==> src/rtl/ece552_pkg.sv <==
// ---------------------------------------------------------------------------
// ece552_pkg
//   Shared types and constants for the execute/memory pipeline register.
//   - ex_mem_ctrl_t    : 7-bit control bundle, same bit order as in_ctrl
//                        {halt,memwrt,memrd,brchcnd,alujmp,setrd,regsrc}
//   - ex_mem_payload_t : one held entry (four DATA_W fields + ctrl), packed
//                        in the same order the pipe concatenates its ports
//   - ST_*             : occupancy state encoding of ex_mem_pipe
//   - mask_mem_ctrl    : zeroes the memory-side strobes of an invalid head
// ---------------------------------------------------------------------------
package ece552_pkg;

  localparam int EX_MEM_DATA_W = 16;
  localparam int CTRL_W        = 7;

  typedef struct packed {
    logic halt;
    logic memwrt;
    logic memrd;
    logic brchcnd;
    logic alujmp;
    logic setrd;
    logic regsrc;
  } ex_mem_ctrl_t;

  typedef struct packed {
    logic [EX_MEM_DATA_W-1:0] alu_result;
    logic [EX_MEM_DATA_W-1:0] wr_data;
    logic [EX_MEM_DATA_W-1:0] pc;
    logic [EX_MEM_DATA_W-1:0] jmp_offset;
    ex_mem_ctrl_t             ctrl;
  } ex_mem_payload_t;

  // Occupancy of the two-slot buffer.
  localparam logic [1:0] ST_EMPTY = 2'd0;
  localparam logic [1:0] ST_ONE   = 2'd1;
  localparam logic [1:0] ST_TWO   = 2'd2;

  localparam logic [15:0] PERF_SAT = 16'hFFFF;

  // A memory stage must never see a store/load strobe from a slot that is
  // not presenting a valid instruction.
  function automatic ex_mem_ctrl_t mask_mem_ctrl(input ex_mem_ctrl_t c,
                                                 input logic         valid);
    ex_mem_ctrl_t m;
    m        = c;
    m.memwrt = c.memwrt & valid;
    m.memrd  = c.memrd & valid;
    return m;
  endfunction

endpackage

==> src/rtl/pipe_slot.sv <==
// ---------------------------------------------------------------------------
// pipe_slot
//   One payload register of the ex_mem skid buffer.
//   Ports:
//     clk   : clock, rising edge
//     rst   : asynchronous, active-low reset (clears the slot)
//     load  : capture d at the next edge
//     clear : zero the slot at the next edge (wins over load)
//     d     : payload to capture
//     q     : held payload
// ---------------------------------------------------------------------------
module pipe_slot #(
  parameter int W = 8
) (
  input  logic         clk,
  input  logic         rst,
  input  logic         load,
  input  logic         clear,
  input  logic [W-1:0] d,
  output logic [W-1:0] q
);

  logic [W-1:0] q_reg;

  always_ff @(posedge clk or negedge rst) begin
    if (!rst) begin
      q_reg <= '0;
    end else if (clear) begin
      q_reg <= '0;
    end else if (load) begin
      q_reg <= d;
    end
  end

  assign q = q_reg;

endmodule

==> src/rtl/ex_mem_pipe.sv <==
// ---------------------------------------------------------------------------
// ex_mem_pipe
//   Execute -> memory pipeline register with a valid/ready handshake and a
//   two-entry skid buffer (head slot + skid slot), flush and sticky halt.
//   Ports:
//     clk, rst                      : clock, async active-low reset
//     in_valid / in_ready           : execute-side handshake
//     in_alu_result, in_wr_data,
//     in_pc, in_jmp_offset, in_ctrl : execute-side payload
//     flush                         : drop every held entry at the next edge
//     out_valid / out_ready         : memory-side handshake
//     out_alu_result, out_wr_data,
//     out_pc, out_jmp_offset        : head payload (zero when empty)
//     out_ctrl                      : head ctrl, memwrt/memrd masked by out_valid
//     halted                        : sticky, set when a halt entry is consumed
//   Build option EX_MEM_PERF_EN adds saturating stall_cnt / flush_cnt outputs.
// ---------------------------------------------------------------------------
module ex_mem_pipe
  import ece552_pkg::*;
#(
  parameter int DATA_W = EX_MEM_DATA_W
) (
  input  logic              clk,
  input  logic              rst,
  input  logic              in_valid,
  output logic              in_ready,
  input  logic [DATA_W-1:0] in_alu_result,
  input  logic [DATA_W-1:0] in_wr_data,
  input  logic [DATA_W-1:0] in_pc,
  input  logic [DATA_W-1:0] in_jmp_offset,
  input  logic [6:0]        in_ctrl,
  input  logic              flush,
  output logic              out_valid,
  input  logic              out_ready,
  output logic [DATA_W-1:0] out_alu_result,
  output logic [DATA_W-1:0] out_wr_data,
  output logic [DATA_W-1:0] out_pc,
  output logic [DATA_W-1:0] out_jmp_offset,
  output logic [6:0]        out_ctrl,
  output logic              halted
`ifdef EX_MEM_PERF_EN
  ,
  output logic [15:0]       stall_cnt,
  output logic [15:0]       flush_cnt
`endif
);

  localparam int PAY_W = 4 * DATA_W + CTRL_W;

  logic [1:0]       state_reg, state_next;
  logic             halted_reg, halted_next;
  logic             accept, consume;
  logic             head_from_skid;
  logic [1:0]       slot_load, slot_clr;   // index 0 = head, 1 = skid
  logic [PAY_W-1:0] slot_d [2];
  logic [PAY_W-1:0] slot_q [2];
  logic [PAY_W-1:0] in_payload;
  ex_mem_ctrl_t     head_ctrl;

  assign in_payload = {in_alu_result, in_wr_data, in_pc, in_jmp_offset, in_ctrl};

  // Handshake status comes only from registers, so in_ready never depends
  // combinationally on out_ready.
  assign out_valid = (state_reg != ST_EMPTY);
  assign in_ready  = (state_reg != ST_TWO) && !halted_reg;
  assign accept    = in_valid && in_ready;
  assign consume   = out_valid && out_ready;

  // State register.
  always_ff @(posedge clk or negedge rst) begin
    if (!rst) begin
      state_reg  <= ST_EMPTY;
      halted_reg <= 1'b0;
    end else begin
      state_reg  <= state_next;
      halted_reg <= halted_next;
    end
  end

  // Next-state logic. Flush overrides every transfer; a consume in the
  // flush cycle still counts for halt.
  always_comb begin
    state_next  = state_reg;
    halted_next = halted_reg | (consume & head_ctrl.halt);
    if (flush) begin
      state_next = ST_EMPTY;
    end else begin
      case (state_reg)
        ST_EMPTY: if (accept) state_next = ST_ONE;
        ST_ONE: begin
          if (accept && !consume)      state_next = ST_TWO;
          else if (!accept && consume) state_next = ST_EMPTY;
        end
        ST_TWO:   if (consume) state_next = ST_ONE;
        default:  state_next = ST_EMPTY;
      endcase
    end
  end

  // Slot control. Slots that are not occupied are kept at zero so that an
  // empty pipe presents all-zero payload outputs.
  always_comb begin
    slot_load      = 2'b00;
    slot_clr       = 2'b00;
    head_from_skid = 1'b0;
    if (flush) begin
      slot_clr = 2'b11;
    end else begin
      case (state_reg)
        ST_EMPTY: if (accept) slot_load[0] = 1'b1;
        ST_ONE: begin
          if (accept && consume)  slot_load[0] = 1'b1;
          else if (accept)        slot_load[1] = 1'b1;
          else if (consume)       slot_clr[0]  = 1'b1;
        end
        ST_TWO: begin
          if (consume) begin
            slot_load[0]   = 1'b1;
            head_from_skid = 1'b1;
            slot_clr[1]    = 1'b1;
          end
        end
        default: slot_clr = 2'b11;
      endcase
    end
  end

  assign slot_d[0] = head_from_skid ? slot_q[1] : in_payload;
  assign slot_d[1] = in_payload;

  genvar gi;
  generate
    for (gi = 0; gi < 2; gi++) begin : g_slot
      pipe_slot #(.W(PAY_W)) u_slot (
        .clk   (clk),
        .rst   (rst),
        .load  (slot_load[gi]),
        .clear (slot_clr[gi]),
        .d     (slot_d[gi]),
        .q     (slot_q[gi])
      );
    end
  endgenerate

  assign {out_alu_result, out_wr_data, out_pc, out_jmp_offset} = slot_q[0][PAY_W-1:CTRL_W];
  assign head_ctrl = slot_q[0][CTRL_W-1:0];
  assign out_ctrl  = mask_mem_ctrl(head_ctrl, out_valid);
  assign halted    = halted_reg;

`ifdef EX_MEM_PERF_EN
  logic [15:0] stall_cnt_reg, flush_cnt_reg;

  always_ff @(posedge clk or negedge rst) begin
    if (!rst) begin
      stall_cnt_reg <= '0;
      flush_cnt_reg <= '0;
    end else begin
      if (out_valid && !out_ready && (stall_cnt_reg != PERF_SAT))
        stall_cnt_reg <= stall_cnt_reg + 16'd1;
      if (flush && (state_reg != ST_EMPTY) && (flush_cnt_reg != PERF_SAT))
        flush_cnt_reg <= flush_cnt_reg + 16'd1;
    end
  end

  assign stall_cnt = stall_cnt_reg;
  assign flush_cnt = flush_cnt_reg;
`endif

endmodule

==> config.mk <==
export PLATFORM = sky130hd
export DESIGN_NAME = ex_mem_pipe
export DESIGN_NICKNAME = d
export VERILOG_FILES = /design/src/rtl/ece552_pkg.sv /design/src/rtl/pipe_slot.sv /design/src/rtl/ex_mem_pipe.sv
export SDC_FILE = /design/constraint.sdc
export NUM_CORES = 1
export LEC_CHECK = 0
export CORE_UTILIZATION = 40
export DETAILED_ROUTE_END_ITERATION = 8
export MAX_ROUTING_LAYER = met4
export PLACE_DENSITY = 0.66
export REMOVE_ABC_BUFFERS = 1
export SETUP_SLACK_MARGIN = 0.05
export SLEW_MARGIN = 30
export SYNTH_ARGS = -nofsm -noshare
export SYNTH_HDL_FRONTEND = slang
export SYNTH_SLANG_ARGS = --single-unit
export TNS_END_PERCENT = 1
==> constraint.sdc <==
create_clock -name clk -period 1.95 [get_ports clk]
set_clock_uncertainty 0.1 [all_clocks]
set_input_delay 0.39 -clock clk [delete_from_list [all_inputs] [get_ports clk]]
set_output_delay 0.39 -clock clk [all_outputs]
set_load 0.03 [all_outputs]
==> metrics.md, run 1 <==
| Metric | Value |
|---|---|
| Status | `completed` |
| Ant. Diodes | `0` |
| Row cnt | `46` |
| R2r worst-path depth | `6` |
| Final instance area | `0.00857 mm2` |
| Slowest CP cell | `dfrtp_2` |
| CTS root buf | `clkbuf_16` |
| I/O pin cnt | `150` |
| Max rail drop VDD | `618 uV` |
| Ys flop type | `dfrtp_1` |
| FF-to-FF End | `g_slot[0].u_slot.q[66]$_DFFE_PN0P_` |
| Port Buffer Count | `149` |
| Fmax | `533 MHz` |
| Worst Path Buf+Inv | `1` |
| Sw Ratio | `0.293` |
| Vias/cell | `5.33` |
| DP Worst Slack | `-0.206 ns` |
| Crit-path max FO | `5` |
| DRT iter0 DRCs | `190` |
| Largest area contributor in the netlist | `dfrtp_1` |
| Required time of the critical path | `1.46 ns` |
| Lkg Pwr | `0.00393 uW` |
| Setup CP Type | `reg2out` |
| Core ar. | `0.0159 mm2` |
| Reg2Reg Launch Point | `state_reg[1]$_DFFE_PN0P_` |
| CP endpoint kind | `primary output` |
| Sequential area share after synthesis | `0.557` |
| EDFF count, synth | `0` |
| Clock tree buffer depth | `2` |
| Power, Total | `8990 uW` |
| Clock power frac | `0.389` |
| Ys async rst share | `1.00` |
| Synth-to-Final Area Change | `31.7%` |
| Setup crit start kind | `flip-flop` |
| Aggregate global-route resource usage | `0.201` |
| Critical path arrival | `1.38 ns` |
| Initial Utilization | `0.410` |
| Biggest cell delay along the critical path | `0.41 ns` |
| Critical-path cell list | `or2_4 -> and2_4 -> buf_6` |
| Clock buffer count from CTS | `17` |
| Detailed Routing Iterations Pass 1 | `4` |
| Initial antenna violation count | `0` |
| DIE WIDTH | `130 um` |
| Fin crit period | `1.87 ns` |
| Maxcap violations | `0` |
| Pwr dens | `1050 mW/mm2` |
| Synth Cell Area | `0.00651 mm2` |
| Yosys cell types | `27` |
| Synth top cells by count | `dfrtp_1, buf_4, a22o_1, mux2i_1, o2bb2ai_1` |
| Hold Vio Cnt, Final | `0` |
| Hold Path Stages | `1` |
| Largest net degree at the start of global routing | `50` |
| Largest register FFs | `142` |
| DRT antenna net count | `0` |
| Share of layout cells above drive strength 1 | `0.136` |
| Top-area cell type share of the netlist area | `0.557` |
| Gate power share | `0.224` |
| Area contributors post-synth | `dfrtp_1, mux2i_1, a22o_1, o2bb2ai_1, buf_4` |
| Slew headroom | `0.669` |
| Cells after Synth | `495` |
| Final WL | `15500 um` |
| RSZ-0062 raised after global routing | `yes` |
| Die height | `130 um` |
| DRC | `0` |
| Syn Area/Cell | `13.2 um2` |
| Register clock-pin slew on the reported worst setup and hold paths | `0.06 ns` |
| Max Slew Vio Count | `0` |
| GR Overflow Total | `0` |
| Ys Warns | `0` |
| # setup viols final | `0` |
| Top-count cell post-synth | `dfrtp_1` |
| Setup WS post-layout | `0.0756 ns` |
| Worst Hold Endpoint | `g_slot[0].u_slot.q[26]$_DFFE_PN0P_` |
| Nets@finish | `665` |
| Least-Margin Pin Slew | `0.497 ns` |
| Yosys reg bits | `145` |
| Fin crit share | `0.961` |
| CTS tree | `done` |
| Fillers | `1363` |
| WL/cell | `19.0 um` |
| Reg power frac | `0.388` |
| TNS Setup | `0 ns` |
| Worst hold path class | `reg2reg` |
| Final Wtd Congestion | `0.771` |
| Int Power | `6350 uW` |
| Vias | `4352` |
| Dpl cell area | `0.00799 mm2` |
| Crit path max-delay family | `simple AND/OR/NAND/NOR gates` |
| Clk Latency, worst-skew pair | `0.41 ns` |
| H-tree depth | `4` |
| Setup slack, reg-to-reg | `0.15 ns` |
| DIE AREA | `0.0168 mm2` |
| Net Sw Power | `2640 uW` |
| Global-route wire length before repair | `24900 um` |
| Clk sink count | `145` |
| Vias in the first global route | `4651` |
| HP Start | `g_slot[0].u_slot.q[26]$_DFFE_PN0P_` |
| DP HPWL | `9740 um` |
-- worst register-to-register path, delay by kind of cell (launching register included) --
| kind | cells | cell delay, ns |
|---|---|---|
| compound gates | 3 | 0.60 |
| buf+inv | 2 | 0.43 |
| flops | 1 | 0.41 |
| simple gates | 1 | 0.18 |
-- what timing repair did --
item                                   4_1_cts  5_1_grt
setup endpoints to repair                   74        5
pin swaps                                    0        1
buffers inserted                             0        1
endpoints found under the hold margin       42        0
hold buffers                                 1        0
cloned                                       0        0
gates resized for setup                     96        6
-- worst max path at each step --
stage / from / end / cells past startpoint
finish: state_reg[1]$_DFFE_PN0P_ / out_ctrl[4] / 3
global route: state_reg[1]$_DFFE_PN0P_ / out_ctrl[4] / 3
CTS: state_reg[1]$_DFFE_PN0P_ / out_ctrl[4] / 3
detailed placement: out_ready / g_slot[0].u_slot.q[42]$_DFFE_PN0P_ / 6
global placement: out_ready / g_slot[1].u_slot.q[9]$_DFFE_PN0P_ / 5
floorplan: state_reg[0]$_DFFE_PN0P_ / g_slot[0].u_slot.q[0]$_DFFE_PN0P_ / 4
-- logic make-up (layout without fill, tap and decap cells) --
kind of cell | count (synthesis) | in the layout | share of synthesized area
and+or+nand+nor | 18 | 18 | 0.0200
DFF | 145 | 145 | 0.557
muxes | 71 | 71 | 0.109
buffers and inverters | 109 | 215 | 0.110
AOI/OAI and AO/OA | 152 | 152 | 0.204
-- power groups by stage --
stage / registers, uW / logic (uW) / clock network, uW
2_1_floorplan: 3970 / 589 / 0
3_3_place_gp: 3540 / 2140 / 0
3_5_place_dp: 3540 / 2180 / 0
4_1_cts: 3490 / 2030 / 3570
5_1_grt: 3520 / 2130 / 3700
6_report: 3480 / 2010 / 3490
-- through the flow --
stage / util / cells / hold WS [ns]
6_report: 0.540 / 817 / 0.380
3_3_place_gp: 0.503 / 784 / 0.260
3_5_place_dp: 0.503 / 784 / 0.274
5_1_grt: 0.540 / 817 / 0.394
4_1_cts: 0.539 / 816 / 0.386
2_1_floorplan: - / 387 / -0.00559
-- per-layer routing --
metal / GRT usage / share of wire / up-vias
met5: - / 0 / -
met4: 0.0595 / 0.0093 / 0
met3: 0.0562 / 0.059 / 13
met2: 0.305 / 0.48 / 122
met1: 0.261 / 0.45 / 2245
li1: - / - / 1972
-- final cells by class --
| class | instances | area (um2) | area share |
|---|---|---|---|
| Sequential cell | 145 | 3630 | 0.423 |
| Multi-Input combinational cell | 241 | 2190 | 0.256 |
| Timing Repair Buffer | 183 | 1840 | 0.215 |
| Clock buffer | 22 | 484 | 0.0565 |
| Tap cell | 216 | 270 | 0.0315 |
| Clock inverter | 9 | 154 | 0.0180 |
| Inverter | 1 | 3.75 | 0.000438 |
-- cell usage in the layout, fill, tap and decap left out, drive strengths merged --
cell type / Yosys / final
a211o: 1 / 1
a21o: 2 / 2
a21oi: 3 / 3
a22o: 71 / 71
a31o: 1 / 1
and2: 2 / 2
and3: 1 / 1
buf: 89 / 38
bufinv: 0 / 4
clkbuf: 19 / 22
clkdlybuf4s50: 0 / 74
clkinv: 0 / 3
clkinvlp: 0 / 2
dfrtp: 145 / 145
dlygate4sd2: 0 / 70
dlygate4sd3: 0 / 1
inv: 1 / 1
mux2i: 71 / 71
nand2: 2 / 2
nand2b: 4 / 4
nor2: 2 / 2
nor2b: 1 / 1
nor3: 2 / 2
nor4: 1 / 1
o21ai: 1 / 1
o21bai: 2 / 2
o2bb2ai: 71 / 71
or2: 3 / 3
Power figures use the tool's default switching activity.
==> run 2: changes to the inputs <==
--- a/config.mk
+++ b/config.mk
@@ -5,10 +5,11 @@
 export SDC_FILE = /design/constraint.sdc
 export NUM_CORES = 1
 export LEC_CHECK = 0
-export CORE_UTILIZATION = 40
+export CORE_UTILIZATION = 50
 export DETAILED_ROUTE_END_ITERATION = 8
 export MAX_ROUTING_LAYER = met4
-export PLACE_DENSITY = 0.66
+export PLACE_DENSITY = 0.8
+export RECOVER_POWER = 50
 export REMOVE_ABC_BUFFERS = 1
 export SETUP_SLACK_MARGIN = 0.05
 export SLEW_MARGIN = 30
==> metrics.md, run 2 (same netlist as run 1, synthesis figures left out) <==
| Metric | Value |
|---|---|
| Status | `completed` |
| Initial Utilization | `0.514 (+0.104)` |
| Biggest cell delay along the critical path | `0.39 ns (-0.02 ns)` |
| Ant. Diodes | `0 (unchanged)` |
| Required time of the critical path | `1.46 ns (about the same)` |
| Initial antenna violation count | `0 (unchanged)` |
| Clock tree buffer depth | `2 (unchanged)` |
| Commonest non-fill, non-tap cell in the layout | `dfrtp_1` |
| Max rail drop VDD | `739 uV (+19%)` |
| Area of the multi-input gates | `0.00221 mm2 (+0.69%)` |
| Port Buffer Count | `149 (unchanged)` |
| Global-route wire length before repair | `24300 um (-2.1%)` |
| DRT antenna net count | `0 (unchanged)` |
| Lkg Pwr | `0.00394 uW (+0.16%)` |
| Max Slew Vio Count | `0 (unchanged)` |
| Detailed Routing Iterations Pass 1 | `4 (unchanged)` |
| Fillers | `955 (-30%)` |
| CTS root buf | `clkbuf_16` |
| Share of layout cells above drive strength 1 | `0.143 (+0.00618)` |
| Setup Buffers After CTS | `0 (unchanged)` |
| DIE AREA | `0.0135 mm2 (-20%)` |
| Clk Latency, worst-skew pair | `0.41 ns (about the same)` |
| Fin crit share | `0.948 (-0.0131)` |
| DRC | `0 (unchanged)` |
| Clk sink count | `145 (unchanged)` |
| Core ar. | `0.0127 mm2 (-20%)` |
| Die height | `116 um (-10%)` |
| RSZ-0062 raised after global routing | `no` |
| Nets@finish | `666 (+0.15%)` |
| Slowest CP cell | `dfrtp_1` |
| Vias/cell | `5.68 (+6.7%)` |
| Setup slack, reg-to-reg | `0.12 ns (-0.03 ns)` |
| GR Overflow Total | `0 (unchanged)` |
| Largest register FFs | `142 (unchanged)` |
| Critical-path cell list | `or2_4 -> and2_4 -> buf_6` |
| CP endpoint kind | `primary output` |
| Fmax | `541 MHz (+1.4%)` |
| Critical Path Sink | `out_ctrl[5]` |
| Vias in the first global route | `4729 (+1.7%)` |
| FF-to-FF End | `g_slot[0].u_slot.q[46]$_DFFE_PN0P_` |
| I/O pin cnt | `150 (unchanged)` |
| Clock buffer count from CTS | `17 (unchanged)` |
| R2r worst-path depth | `6 (unchanged)` |
| Register clock-pin slew on the reported worst setup and hold paths | `0.06 ns (about the same)` |
| Largest net degree at the start of global routing | `52 (+4.0%)` |
| Hold Vio Cnt, Final | `0 (unchanged)` |
| DIE WIDTH | `116 um (-10%)` |
| H-tree depth | `4 (unchanged)` |
| Most frequent cells in the layout | `dfrtp_1, clkdlybuf4s50_1, o2bb2ai_1, a22o_1, dlygate4sd2_1` |
| DRT iter0 DRCs | `281 (+48%)` |
| Slew headroom | `0.174 (-0.495)` |
| Setup crit start kind | `flip-flop` |
| # setup viols final | `0 (unchanged)` |
| Aggregate global-route resource usage | `0.249 (+0.0483)` |
| Crit-path max FO | `4 (-1)` |
| Row cnt | `41 (-11%)` |
| Critical Path Start | `state_reg[0]$_DFFE_PN0P_` |
| Setup WS post-layout | `0.101 ns (+0.0256 ns)` |
| Sequential cell area | `0.00363 mm2 (about the same)` |
| Least-Margin Pin Slew | `1.24 ns (+0.742 ns)` |
| Pwr dens | `1060 mW/mm2 (+1.3%)` |
| Final WL | `15100 um (-2.4%)` |
| Fin crit period | `1.85 ns (-0.0256 ns)` |
| Vias | `4404 (+1.2%)` |
| Worst hold path class | `reg2reg` |
| Reg2Reg Launch Point | `state_reg[1]$_DFFE_PN0P_` |
| Final Wtd Congestion | `0.744 (-3.6%)` |
| Critical path arrival | `1.36 ns (-0.02 ns)` |
| Setup CP Type | `reg2out` |
| Maxcap violations | `0 (unchanged)` |
| DP HPWL | `9770 um (+0.26%)` |
| DP Worst Slack | `-0.190 ns (+0.0168 ns)` |
| WL/cell | `19.5 um (+2.9%)` |
| CTS tree | `done` |
| Synth-to-Final Area Change | `31.1%` |
| Power, Total | `9060 uW (+0.81%)` |
-- run 2: cell count changes in the layout (fill, tap and decap cells not counted), sizes merged --
cell,previous run,this run
clkdlybuf4s50,74,73
buf,38,36
bufinv,4,5
dlygate4sd3,1,2
clkinv,3,5
clkinvlp,2,4
clkbuf,22,21
-- run 2: worst min path at each step --
stage / cells past startpoint / slack [ns] / endpoint / from
final: 1 / 0.38 / g_slot[0].u_slot.q[16]$_DFFE_PN0P_ / g_slot[0].u_slot.q[16]$_DFFE_PN0P_
after CTS: 1 / 0.39 / g_slot[0].u_slot.q[65]$_DFFE_PN0P_ / g_slot[0].u_slot.q[65]$_DFFE_PN0P_
after detailed placement: 1 / 0.27 / g_slot[0].u_slot.q[22]$_DFFE_PN0P_ / rst
after global routing: 1 / 0.39 / g_slot[0].u_slot.q[16]$_DFFE_PN0P_ / g_slot[0].u_slot.q[16]$_DFFE_PN0P_
after global placement: 1 / 0.27 / g_slot[1].u_slot.q[65]$_DFFE_PN0P_ / rst
after floorplan: 0 / -0.006 / g_slot[0].u_slot.q[0]$_DFFE_PN0P_ / rst
-- run 2: area by class of cell --
type,instances,share of cell area
multi-input combinational,241,0.258
tap,172,0.0252
timing repair buffer,184,0.214
clock inverter,14,0.0249
inverter,1,0.000440
sequential,145,0.425
clock buffer,18,0.0515
-- run 2: per-stage QoR --
step / std cells / utilization / hold slack (ns) / cell area, um2 / setup TNS, ns
global placement: 742 / 0.628 / 0.272 / 7950 / -15.38
floorplan: 387 / - / -0.00559 / 5800 / -525.14
CTS: 775 / 0.674 / 0.386 / 8540 / -0.0211
finish: 775 / 0.674 / 0.385 / 8530 / 0
detailed placement: 742 / 0.628 / 0.274 / 7950 / -19.13
global route: 775 / 0.674 / 0.394 / 8530 / 0
-- run 2: critical path: cells and delay by family (launching register included) --
| kind | cells | cell delay [ns] |
|---|---|---|
| buffers and inverters | 1 | 0.13 |
| flip-flops | 1 | 0.39 |
| AND/OR/NAND/NOR | 2 | 0.43 |
-- run 2: metal layers --
| layer | track usage | part of all wire | wire (um) | vias up |
|---|---|---|---|---|
| met5 | - | 0 | 0 | - |
| met4 | 0.0855 | 0.015 | 221 | 0 |
| met3 | 0.0571 | 0.047 | 714 | 25 |
| met2 | 0.389 | 0.49 | 7450 | 149 |
| met1 | 0.321 | 0.45 | 6760 | 2257 |
| li1 | - | - | - | 1973 |
-- run 2: timing repair --
action / 4_1_cts / 5_1_grt
hold endpoints to repair: 48 / 0
resized for setup: 97 / 6
pin swaps: 1 / 4
gates cloned: 0 / 0
hold buffers: 1 / 0
setup endpoints to repair: 74 / 22
-- run 2: power breakdown --
part           switching [uW]  internal (uW)  leakage [uW]
Combinational            1240            781       0.00164
Sequential                190           3300       0.00199
Clock                    1250           2300      0.000308
==> run 3: changes to the inputs <==
--- a/config.mk
+++ b/config.mk
@@ -7,7 +7,7 @@
 export LEC_CHECK = 0
 export CORE_UTILIZATION = 50
 export DETAILED_ROUTE_END_ITERATION = 8
-export MAX_ROUTING_LAYER = met4
+export HOLD_SLACK_MARGIN = 0.02
 export PLACE_DENSITY = 0.8
 export RECOVER_POWER = 50
 export REMOVE_ABC_BUFFERS = 1
==> metrics.md, run 3 (same netlist as run 1, synthesis figures left out) <==
| Metric | Value |
|---|---|
| Status | `completed` |
| Final instance area | `0.00853 mm2 (about the same)` |
| Gate power share | `0.222 (about the same)` |
| Initial Utilization | `0.514 (unchanged)` |
| Largest register FFs | `142 (unchanged)` |
| Max rail drop VDD | `736 uV (-0.32%)` |
| Global-route wire length before repair | `24300 um (-0.17%)` |
| Detailed Routing Iterations Pass 1 | `5 (+1)` |
| Setup crit start kind | `flip-flop` |
| Final WL | `15100 um (-0.29%)` |
| Required time of the critical path | `1.46 ns (about the same)` |
| Least-Margin Pin Slew | `1.21 ns (-0.0299 ns)` |
| Hold Path Stages | `1 (unchanged)` |
| Commonest non-fill, non-tap cell in the layout | `dfrtp_1` |
| Clock power frac | `0.392 (about the same)` |
| DIE WIDTH | `116 um (unchanged)` |
| Largest net degree at the start of global routing | `52 (unchanged)` |
| H-tree depth | `4 (unchanged)` |
| Core ar. | `0.0127 mm2 (unchanged)` |
| GR Overflow Total | `0 (unchanged)` |
| Vias/cell | `5.69 (about the same)` |
| Sequential cell area | `0.00363 mm2 (unchanged)` |
| Aggregate global-route resource usage | `0.241 (-0.00812)` |
| DP HPWL | `9770 um (unchanged)` |
| Setup Buffers After CTS | `0 (unchanged)` |
| Row cnt | `41 (unchanged)` |
| Port Buffer Count | `149 (unchanged)` |
| DRC | `0 (unchanged)` |
| Clock tree buffer depth | `2 (unchanged)` |
| Final Wtd Congestion | `0.735 (-1.2%)` |
| Int Power | `6380 uW (about the same)` |
| Fmax | `541 MHz (about the same)` |
| Dpl cell area | `0.00795 mm2 (unchanged)` |
| WL/cell | `19.5 um (-0.29%)` |
| Worst hold path class | `reg2reg` |
| Lkg Pwr | `0.00393 uW (about the same)` |
| FF-to-FF End | `g_slot[0].u_slot.q[46]$_DFFE_PN0P_` |
| Maxcap violations | `0 (unchanged)` |
| Register clock-pin slew on the reported worst setup and hold paths | `0.06 ns (about the same)` |
| Fillers | `955 (unchanged)` |
| Clk Latency, worst-skew pair | `0.41 ns (about the same)` |
| Nets@finish | `666 (unchanged)` |
| Worst Hold Endpoint | `g_slot[0].u_slot.q[16]$_DFFE_PN0P_` |
| Vias in the first global route | `4739 (+0.21%)` |
| Setup slack, reg-to-reg | `0.12 ns (about the same)` |
| Reg power frac | `0.386 (about the same)` |
| DRT iter0 DRCs | `298 (+6.0%)` |
| R2r worst-path depth | `6 (unchanged)` |
| HP Start | `g_slot[0].u_slot.q[16]$_DFFE_PN0P_` |
| Critical path arrival | `1.36 ns (about the same)` |
| Hold Vio Cnt, Final | `0 (unchanged)` |
| Vias | `4408 (+0.091%)` |
| DP Worst Slack | `-0.190 ns (unchanged)` |
| Ant. Diodes | `0 (unchanged)` |
| RSZ-0062 raised after global routing | `no` |
| Clock buffer count from CTS | `17 (unchanged)` |
| DIE AREA | `0.0135 mm2 (unchanged)` |
| I/O pin cnt | `150 (unchanged)` |
| Sw Ratio | `0.295 (-0.000371)` |
| Setup CP Type | `reg2out` |
| Slew headroom | `0.193 (+0.0199)` |
| Reg2Reg Launch Point | `state_reg[1]$_DFFE_PN0P_` |
| CTS tree | `done` |
| Setup WS post-layout | `0.101 ns (+0.0000580 ns)` |
| Net Sw Power | `2670 uW (-0.19%)` |
| Die height | `116 um (unchanged)` |
| Max Slew Vio Count | `0 (unchanged)` |
| Area of the multi-input gates | `0.00220 mm2 (-0.17%)` |
| Synth-to-Final Area Change | `31.0% (about the same)` |
| DRT antenna net count | `0 (unchanged)` |
| Crit-path max FO | `4 (unchanged)` |
| # setup viols final | `0 (unchanged)` |
| Most frequent cells in the layout | `dfrtp_1, clkdlybuf4s50_1, o2bb2ai_1, a22o_1` |
| Fin crit share | `0.948 (about the same)` |
| Fin crit period | `1.85 ns (-0.0000580 ns)` |
| Initial antenna violation count | `0 (unchanged)` |
| Share of layout cells above drive strength 1 | `0.141 (-0.00166)` |
| Pwr dens | `1060 mW/mm2 (about the same)` |
| CP endpoint kind | `primary output` |
| CTS root buf | `clkbuf_16` |
| Clk sink count | `145 (unchanged)` |
[run 3: changes by cell type in the layout (fill, tap and decap cells not counted)]
cell     previous run  this run
mux2i_1            69        70
mux2i_2             2         1
[run 3: power groups by stage]
| stage | Clock (uW) | Sequential, uW | Combinational, uW |
|---|---|---|---|
| 2_1_floorplan | 0 | 3970 | 589 |
| 6_report | 3550 | 3490 | 2010 |
| 5_1_grt | 3750 | 3520 | 2140 |
| 3_3_place_gp | 0 | 3540 | 2120 |
| 3_5_place_dp | 0 | 3540 | 2180 |
| 4_1_cts | 3610 | 3490 | 2030 |
[run 3: stage by stage]
| step | total power (uW) | hold slack, ns | setup TNS, ns | std cells | util |
|---|---|---|---|---|---|
| 5_1_grt | 9410 | 0.394 | 0 | 775 | 0.673 |
| 3_3_place_gp | 5660 | 0.272 | -15.38 | 742 | 0.628 |
| 2_1_floorplan | 4560 | -0.00559 | -525.14 | 387 | - |
| 3_5_place_dp | 5710 | 0.274 | -19.13 | 742 | 0.628 |
| 6_report | 9050 | 0.385 | 0 | 775 | 0.673 |
| 4_1_cts | 9130 | 0.386 | -0.0211 | 775 | 0.674 |
[run 3: worst max-delay path by stage]
stage	from	to	slack [ns]
floorplan	state_reg[0]$_DFFE_PN0P_	g_slot[0].u_slot.q[0]$_DFFE_PN0P_	-6.41
global placement	out_ready	g_slot[0].u_slot.q[56]$_DFFE_PN0P_	-0.14
detailed placement	out_ready	g_slot[0].u_slot.q[34]$_DFFE_PN0P_	-0.19
CTS	state_reg[0]$_DFFE_PN0P_	in_ready	-0.02
global route	rst	g_slot[0].u_slot.q[51]$_DFFE_PN0P_	0.06
finish	state_reg[0]$_DFFE_PN0P_	out_ctrl[4]	0.10
[run 3: final cells by class]
cell class / count / share of cell area
well taps: 172 / 0.0252
multi-input cells: 241 / 0.258
flip-flops and latches: 145 / 0.425
repair buffers: 184 / 0.214
inverters: 1 / 0.000440
clock buffers: 18 / 0.0515
clock inverters: 14 / 0.0249
[run 3: what timing repair did]
item,in CTS,in global routing
hold buffers,1,0
gates resized for setup,97,5
hold endpoints to repair,48,0
endpoints found under the setup margin,74,22
pin swaps,1,4
[run 3: critical path: stages (launching register included)]
cell,delay (ns)
dfrtp_1,0.39
or2_4,0.28
and2_4,0.15
buf_6,0.13
[run 3: metal layers]
metal	wire (um)	vias to the layer above	part of all wire	global-route usage
li1	-	1976	-	-
met1	6580	2264	0.44	0.316
met2	7520	145	0.50	0.389
met3	789	23	0.052	0.0628
met4	210	0	0.014	0.0855
met5	0	-	0	0
